`src/rtl/lbm_sequencer.sv`:
```
// rtl/lbm_sequencer.sv - D2Q9 lattice-Boltzmann timestep sequencer and lattice BRAM port mux
//
// Runs SETUP -> (WAITING -> COLLISION -> STREAMING)* and owns the lattice BRAM
// write port. The collision pass streams one cell per cycle into a collider
// with a fixed latency. Run, single-step and restart controls are provided,
// along with a step counter and a sticky collider-timing error flag.
//
// Optional feature: define LBM_BOUNCEBACK_EN to add obstacle_in. Obstacle
// cells are written with their directions reflected instead of taking the
// collider result.
//
// Ports:
//   clk_in, rst_n_in          clock, asynchronous active-low reset
//   run_in, step_in           free-run level, single-step pulse
//   restart_in                re-run setup (honoured only in WAITING)
//   phase_out                 0 SETUP, 1 COLLISION, 2 STREAMING, 3 WAITING
//   setup_start_out           start pulse to setup engine
//   setup_done_in, setup_*    setup engine handshake and write port
//   stream_start_out          start pulse to streaming engine
//   stream_done_in, stream_*  streaming engine handshake and write port
//   rd_addr_out, rd_data_in   BRAM read port used during COLLISION
//   obstacle_in               (LBM_BOUNCEBACK_EN) obstacle flag aligned with rd_data_in
//   coll_valid_out            rd_data_in holds a real cell this cycle
//   coll_valid_in, coll_data_in  collider result
//   wr_addr_out, wr_data_out, wr_en_out  registered BRAM write port
//   step_count_out            completed timesteps since setup
//   err_out                   sticky collider-timing error
module lbm_sequencer #(
  parameter int HPIXELS     = 160,
  parameter int VPIXELS     = 120,
  parameter int DW          = 8,
  parameter int READ_LAT    = 2,
  parameter int COLL_LAT    = 3,
  parameter int WAIT_CYCLES = 1024,
  localparam int DEPTH      = HPIXELS * VPIXELS,
  localparam int AW         = (DEPTH > 1) ? $clog2(DEPTH) : 1,
  localparam int CW         = 9 * DW
) (
  input  logic          clk_in,
  input  logic          rst_n_in,
  input  logic          run_in,
  input  logic          step_in,
  input  logic          restart_in,
  output logic [1:0]    phase_out,
  output logic          setup_start_out,
  input  logic          setup_done_in,
  input  logic [AW-1:0] setup_addr_in,
  input  logic [CW-1:0] setup_data_in,
  input  logic          setup_we_in,
  output logic          stream_start_out,
  input  logic          stream_done_in,
  input  logic [AW-1:0] stream_addr_in,
  input  logic [CW-1:0] stream_data_in,
  input  logic          stream_we_in,
  output logic [AW-1:0] rd_addr_out,
  input  logic [CW-1:0] rd_data_in,
`ifdef LBM_BOUNCEBACK_EN
  input  logic          obstacle_in,
`endif
  output logic          coll_valid_out,
  input  logic          coll_valid_in,
  input  logic [CW-1:0] coll_data_in,
  output logic [AW-1:0] wr_addr_out,
  output logic [CW-1:0] wr_data_out,
  output logic          wr_en_out,
  output logic [31:0]   step_count_out,
  output logic          err_out
);

  // Total read + collider latency: the distance between issuing a cell and
  // its result being due back.
  localparam int PL        = READ_LAT + COLL_LAT;
  localparam int PASS_LAST = DEPTH + PL;
  localparam int PCW       = $clog2(PASS_LAST + 1);
  localparam int WCW       = (WAIT_CYCLES > 0) ? $clog2(WAIT_CYCLES + 1) : 1;

  typedef enum logic [1:0] {
    PH_SETUP     = 2'd0,
    PH_COLLISION = 2'd1,
    PH_STREAMING = 2'd2,
    PH_WAITING   = 2'd3
  } phase_t;

  phase_t state, state_next;

  logic           booted;
  logic           pending;
  logic [WCW-1:0] wait_cnt;
  logic           wait_expired;
  logic [PCW-1:0] pass_cnt;
  logic           pass_end;
  logic           issue;
  logic [PL-1:0]  tag_pipe;
  logic [AW-1:0]  addr_pipe [PL];
  logic           exp_tag;
  logic [AW-1:0]  exp_addr;
  logic [CW-1:0]  cell_result;

  logic go_setup, go_coll, go_stream, go_wait;

  // The counter saturates at WAIT_CYCLES, so equality is the expiry test
  // (WAIT_CYCLES = 0 is expired from the first WAITING cycle).
  assign wait_expired = (wait_cnt == WCW'(WAIT_CYCLES));
  assign pass_end     = (pass_cnt == PCW'(PASS_LAST));

  assign phase_out      = state;
  assign coll_valid_out = tag_pipe[READ_LAT-1];
  assign exp_tag        = tag_pipe[PL-1];
  assign exp_addr       = addr_pipe[PL-1];

  // ---------------------------------------------------------------------
  // Phase FSM
  // ---------------------------------------------------------------------
  always_ff @(posedge clk_in or negedge rst_n_in) begin
    if (!rst_n_in) begin
      state <= PH_SETUP;
    end else begin
      state <= state_next;
    end
  end

  always_comb begin
    state_next = state;
    go_setup   = 1'b0;
    go_coll    = 1'b0;
    go_stream  = 1'b0;
    go_wait    = 1'b0;
    case (state)
      PH_SETUP: begin
        if (setup_done_in) begin
          state_next = PH_WAITING;
          go_wait    = 1'b1;
        end
      end
      PH_WAITING: begin
        // Restart takes priority over starting the next timestep.
        if (restart_in) begin
          state_next = PH_SETUP;
          go_setup   = 1'b1;
        end else if (wait_expired && (run_in || pending)) begin
          state_next = PH_COLLISION;
          go_coll    = 1'b1;
        end
      end
      PH_COLLISION: begin
        if (pass_end) begin
          state_next = PH_STREAMING;
          go_stream  = 1'b1;
        end
      end
      PH_STREAMING: begin
        if (stream_done_in) begin
          state_next = PH_WAITING;
          go_wait    = 1'b1;
        end
      end
      default: state_next = PH_SETUP;
    endcase
  end

  // ---------------------------------------------------------------------
  // Control: start pulses, pending step, wait counter, step counter, error
  // ---------------------------------------------------------------------
  always_ff @(posedge clk_in or negedge rst_n_in) begin
    if (!rst_n_in) begin
      booted           <= 1'b0;
      setup_start_out  <= 1'b0;
      stream_start_out <= 1'b0;
      pending          <= 1'b0;
      wait_cnt         <= '0;
      step_count_out   <= '0;
      err_out          <= 1'b0;
    end else begin
      booted           <= 1'b1;
      // The very first cycle out of reset kicks the setup engine.
      setup_start_out  <= go_setup | ~booted;
      stream_start_out <= go_stream;

      // Launching a timestep consumes the request; a pulse landing on the
      // launch cycle collapses into the one being served.
      if (go_coll) begin
        pending <= 1'b0;
      end else if (step_in) begin
        pending <= 1'b1;
      end

      if (go_wait) begin
        wait_cnt <= '0;
      end else if (state == PH_WAITING && !wait_expired) begin
        wait_cnt <= wait_cnt + WCW'(1);
      end

      if (go_setup) begin
        step_count_out <= '0;
      end else if (state == PH_STREAMING && stream_done_in) begin
        step_count_out <= step_count_out + 32'd1;
      end

      // A result must arrive exactly in the slot its issue tag predicts.
      if (coll_valid_in != exp_tag) begin
        err_out <= 1'b1;
      end
    end
  end

  // ---------------------------------------------------------------------
  // Collision issue and tag/address delay lines
  // ---------------------------------------------------------------------
  always_ff @(posedge clk_in or negedge rst_n_in) begin
    if (!rst_n_in) begin
      rd_addr_out <= '0;
      issue       <= 1'b0;
      pass_cnt    <= '0;
      tag_pipe    <= '0;
      for (int i = 0; i < PL; i++) begin
        addr_pipe[i] <= '0;
      end
    end else begin
      if (go_coll) begin
        rd_addr_out <= '0;
        issue       <= 1'b1;
        pass_cnt    <= '0;
      end else if (state == PH_COLLISION) begin
        pass_cnt <= pass_cnt + PCW'(1);
        if (issue) begin
          if (rd_addr_out == AW'(DEPTH - 1)) begin
            issue <= 1'b0;
          end else begin
            rd_addr_out <= rd_addr_out + AW'(1);
          end
        end
      end

      tag_pipe[0]  <= issue;
      addr_pipe[0] <= rd_addr_out;
      for (int i = 1; i < PL; i++) begin
        tag_pipe[i]  <= tag_pipe[i-1];
        addr_pipe[i] <= addr_pipe[i-1];
      end
    end
  end

`ifdef LBM_BOUNCEBACK_EN
  // Obstacle flag and the raw cell travel alongside the collider so they
  // line up with the expected result slot.
  logic [COLL_LAT-1:0] obs_pipe;
  logic [CW-1:0]       rdd_pipe [COLL_LAT];

  always_ff @(posedge clk_in or negedge rst_n_in) begin
    if (!rst_n_in) begin
      obs_pipe <= '0;
      for (int i = 0; i < COLL_LAT; i++) begin
        rdd_pipe[i] <= '0;
      end
    end else begin
      obs_pipe[0] <= obstacle_in & coll_valid_out;
      rdd_pipe[0] <= rd_data_in;
      for (int i = 1; i < COLL_LAT; i++) begin
        obs_pipe[i] <= obs_pipe[i-1];
        rdd_pipe[i] <= rdd_pipe[i-1];
      end
    end
  end

  // Reflect each moving population to the opposite direction; the rest
  // population (slot 0) stays put.
  function automatic logic [CW-1:0] bounce(input logic [CW-1:0] d);
    logic [CW-1:0] r;
    r = d;
    for (int i = 1; i <= 8; i++) begin
      r[(((i + 3) % 8) + 1)*DW +: DW] = d[i*DW +: DW];
    end
    return r;
  endfunction

  assign cell_result = obs_pipe[COLL_LAT-1] ? bounce(rdd_pipe[COLL_LAT-1]) : coll_data_in;
`else
  // rd_data_in feeds the collider directly outside this block.
  logic unused_rd_data;
  assign unused_rd_data = ^rd_data_in;
  assign cell_result    = coll_data_in;
`endif

  // ---------------------------------------------------------------------
  // Registered BRAM write mux
  // ---------------------------------------------------------------------
  always_ff @(posedge clk_in or negedge rst_n_in) begin
    if (!rst_n_in) begin
      wr_addr_out <= '0;
      wr_data_out <= '0;
      wr_en_out   <= 1'b0;
    end else begin
      wr_en_out <= 1'b0;
      case (state)
        PH_SETUP: begin
          if (!setup_done_in) begin
            wr_addr_out <= setup_addr_in;
            wr_data_out <= setup_data_in;
            wr_en_out   <= setup_we_in;
          end
        end
        PH_STREAMING: begin
          if (!stream_done_in) begin
            wr_addr_out <= stream_addr_in;
            wr_data_out <= stream_data_in;
            wr_en_out   <= stream_we_in;
          end
        end
        PH_COLLISION: begin
          // Writes follow the issue tag even if the collider is mistimed.
          if (exp_tag) begin
            wr_addr_out <= exp_addr;
            wr_data_out <= cell_result;
            wr_en_out   <= 1'b1;
          end
        end
        default: ;
      endcase
    end
  end

endmodule

```
`config.mk`:
```
export PLATFORM = sky130hd
export DESIGN_NAME = lbm_sequencer
export DESIGN_NICKNAME = d
export VERILOG_FILES = /design/src/rtl/lbm_sequencer.sv
export SDC_FILE = /design/constraint.sdc
export NUM_CORES = 1
export LEC_CHECK = 0
export CORE_AREA = 2 2 183 185
export DETAILED_ROUTE_END_ITERATION = 16
export DIE_AREA = 0 0 185 187
export PLACE_DENSITY_LB_ADDON = 0.2
export SETUP_SLACK_MARGIN = 0.3
export SLEW_MARGIN = 20
export SYNTH_ARGS = -nofsm -noshare
export SYNTH_HDL_FRONTEND = slang
export SYNTH_SLANG_ARGS = --single-unit
export TNS_END_PERCENT = 5
```
`constraint.sdc`:
```
create_clock -name clk_in -period 4.3 [get_ports clk_in]
set_clock_uncertainty 0.05 [all_clocks]
set_input_delay 0.43 -clock clk_in [delete_from_list [all_inputs] [get_ports clk_in]]
set_output_delay 0.43 -clock clk_in [all_outputs]
set_load 0.01 [all_outputs]
```
==> impl_metrics.yaml <==
pwr:
  internal_power_uw: 6560
  p_clk_share_pct: 22.6
  p_switching_uw: 4230
  power_uw: 10800
  p_comb_share_pct: 45.1
  sw_frac_of_total_pct: 39.2
  power_leakage_uw: 0.00666
  ir_drop_uv: 375
  seqPwrFrac_pct: 32.2
  p_per_area_mw_per_mm2: 659
global_route:
  antenna_found_initial: 11
  track_usage_pct: 20.6
  grt_pass1_vias: 9218
  busiest_layer: "met2"
  gr-usage-met2_pct: 34.7
  grt-ovfl-total: 0
  use_met1_pct: 26.3
  grt_max_degree: 117
  grt_pass1_wl_um: 55200
  met3_usage_pct: 5.37
worst_setup_path:
  worstPathArrival_ns: 3.41
  rrSetupSlack_ns: 1.30
  crit_slowest_cell: "or4_1"
  crit-reg2reg-launch: "phase_out[0]$_DFFE_PN0P_"
  crit_fanout: 17
  reg2reg_to: "step_count_out[23]$_DFFE_PN0P_"
  ff2ff_path_depth: 5
  cp_cell_sequence: "ha_1 -> a22oi_2 -> or4_1 -> or4_1 -> a21oi_1"
  end_kind: "flip-flop"
  crit_type: "reg -> reg"
  crit_path_start_kind: "flip-flop"
  required_ns: 4.72
  crit_path_max_incr_delay_ns: 0.87
  cpMostUsedCell: "or4_1"
layout:
  area_delta_synth_final_pct: 48.6
  final_nets: 1821
  drive_gt1_share_pct: 4.72
clocking:
  post_cts_buffers: 0
  cts.sinks: 249
  numCtsBuffers: 28
  clk_pin_slew_ns: 0.06
  clkLatencyLatePin_ns: 0.54
  cts-htree-levels: 1
  cts_tree: "yes"
  cts_root_buf: "clkbuf_16"
  clockBufferDepth: 3
synthesis:
  avgSynthCellArea_um2: 9.79
  yosys_warnings: 0
  synthFlopType: "dfrtp_1"
  syn_nets: 1465
  ys_seq_elements: 249
  syn_inst: 1126
  yosysSeqAreaShare_pct: 56.5
  yosys.cell_types.count: 52
  synth_area_leader_cell: "dfrtp_1"
  synth_edf_count: 0
  yosys-top-cells-count: "249 x dfrtp_1, 198 x nand2_1, 195 x o21ai_0"
  yosysMostFrequentCell: "dfrtp_1"
  synth_area_mm2: 0.0110
  synth_area_leaders: "dfrtp_1 57%, o21ai_0 8.9%, nand2_1 6.7%"
  synth_top_area_share_pct: 56.5
  async_flop_share_pct: 100
run_status:
  status: "completed"
floorplan:
  io_pins: 469
  die_x_um: 185
  rows: 67
  dieArea_mm2: 0.0346
  start_util_pct: 33.5
  core_area_mm2: 0.0329
  die_h_um: 187
worst_hold_path:
  hold_end: "exp_addr[1]$_DFF_PN0_"
  hp-start: "addr_pipe[16]$_DFF_PN0_"
  hp-class: "reg -> reg"
  hold_depth: 0
job:
  maxCapViolations: 0
timing:
  period_minus_slack_ns: 3.00
  worstMarginPinSlew_ns: 1.12
  min_period_over_period_pct: 69.7
  fmaxAchievable_ghz: 0.334
  rsz0062_at_grt: "false"
  max_slew_margin_pct: 25.2
  slew_viol_final: 0
  setup_violations: 0
  hold_viol: 0
  setup_tns_ns: 0
route:
  wire_per_inst_um: 18.8
  drtIter0Drc: 419
  num_vias: 9715
  routed_via_density: 4.96
  ant_nets: 0
  drtPass1Iterations: 4
  drc: 0
  wl_um: 36800
placed_design:
  port-buffer-count: 396
  dp_hpwl_um: 26300
  globalplace.congestion: 0.828
-- stage by stage --
stage	hold slack, ns	instances	cell area [um^2]	util [%]	worst slack (ns)
finish	0.293	1957	16400	49.8	1.30
floorplan	0.0844	1126	11000	-	1.93
detailed placement	0.285	1899	15400	46.9	1.21
CTS	0.292	1952	16400	49.8	1.25
global placement	0.282	1899	15400	46.9	1.25
global route	0.298	1954	16400	49.8	1.08
-- power by group through the flow --
stage / registers [uW] / logic, uW / clock network (uW)
2_1_floorplan: 3650 / 2500 / 0
6_report: 3480 / 4870 / 2440
5_1_grt: 3580 / 5420 / 2630
4_1_cts: 3490 / 4950 / 2520
3_3_place_gp: 3510 / 4870 / 0
3_5_place_dp: 3520 / 4940 / 0
-- kinds of logic after synthesis --
| family | Yosys count | synth area share (%) |
|---|---|---|
| buf+inv | 102 | 3.66 |
| compound gates | 347 | 18.7 |
| simple gates | 366 | 15.6 |
| fa+ha+maj | 11 | 1.25 |
| flops | 249 | 56.5 |
| mux | 16 | 1.46 |
| xor+xnor | 34 | 2.70 |
| other cells | 1 | 0.0340 |
-- flip-flops by register name (all words and copies together), names as in the netlist, 5 cells and up --
register        count
wait_cnt           11
rd_addr_out        15
wr_addr_out        15
wr_data_out        72
addr_pipe          60
pass_cnt           15
exp_addr           15
tag_pipe            5
step_count_out     32
-- final cells by class --
cell class              instances  area, um^2
clock inverters                14         165
multi-input cells             775        4430
inverters                      20        75.1
diodes                          5        12.5
clock buffers                  38         788
repair buffers                408        4110
well taps                     448         561
fillers                      3114       16500
flip-flops and latches        249        6230
-- layer usage --
layer / vias to the layer above / part of all wire (%)
met2: 246 / 48
met4: 12 / 2.2
li1: 4727 / -
met5: - / 0.22
met3: 56 / 6.9
met1: 4674 / 43
-- critical path: cells and delay by family, from the launching register on --
family                   cells  cell delay, ns
adder cells (fa/ha/maj)      1            0.50
AO/OA/AOI/OAI                2            0.41
flip-flops                   1            0.48
AND/OR/NAND/NOR              2            1.48
-- cells in the final DEF, fill, tap and decap left out, types with 4 or more instances in the layout --
cell type	synthesis	routed
buf_12	0	4
nand2_1	198	198
clkinv_2	0	7
a21oi_1	29	29
and4_1	8	8
clkbuf_16	0	28
mux2i_1	15	15
a22oi_1	87	87
clkbuf_8	0	5
ha_1	11	8
and3_1	5	5
nor2_1	45	45
nand4_1	24	24
buf_4	1	7
o31ai_1	10	10
dfrtp_1	249	249
clkbuf_1	65	5
nor4bb_1	4	4
or4_1	12	12
xnor2_1	16	16
o21ai_0	195	195
nand3_1	23	23
o21bai_1	8	8
xor2_1	18	18
inv_1	20	20
nand2b_1	5	5
nor4_1	16	16
or3_1	11	11
diode_2	0	5
clkdlybuf4s50_1	0	395
-- timing repair --
action,in CTS,in global routing
hold buffers,1,0
hold endpoints to repair,66,0
resized for setup,0,0
endpoints found under the setup margin,0,0
-- worst max-delay path by stage --
stage	endpoint	startpoint	slack, ns
6_report	step_count_out[23]$_DFFE_PN0P_	phase_out[0]$_DFFE_PN0P_	1.30
5_1_grt	step_count_out[17]$_DFFE_PN0P_	phase_out[0]$_DFFE_PN0P_	1.08
4_1_cts	step_count_out[23]$_DFFE_PN0P_	phase_out[0]$_DFFE_PN0P_	1.25
3_5_place_dp	step_count_out[23]$_DFFE_PN0P_	stream_done_in	1.21
3_3_place_gp	step_count_out[23]$_DFFE_PN0P_	stream_done_in	1.25
2_1_floorplan	step_count_out[22]$_DFFE_PN0P_	phase_out[0]$_DFFE_PN0P_	1.93
Power figures use the tool's default switching activity.
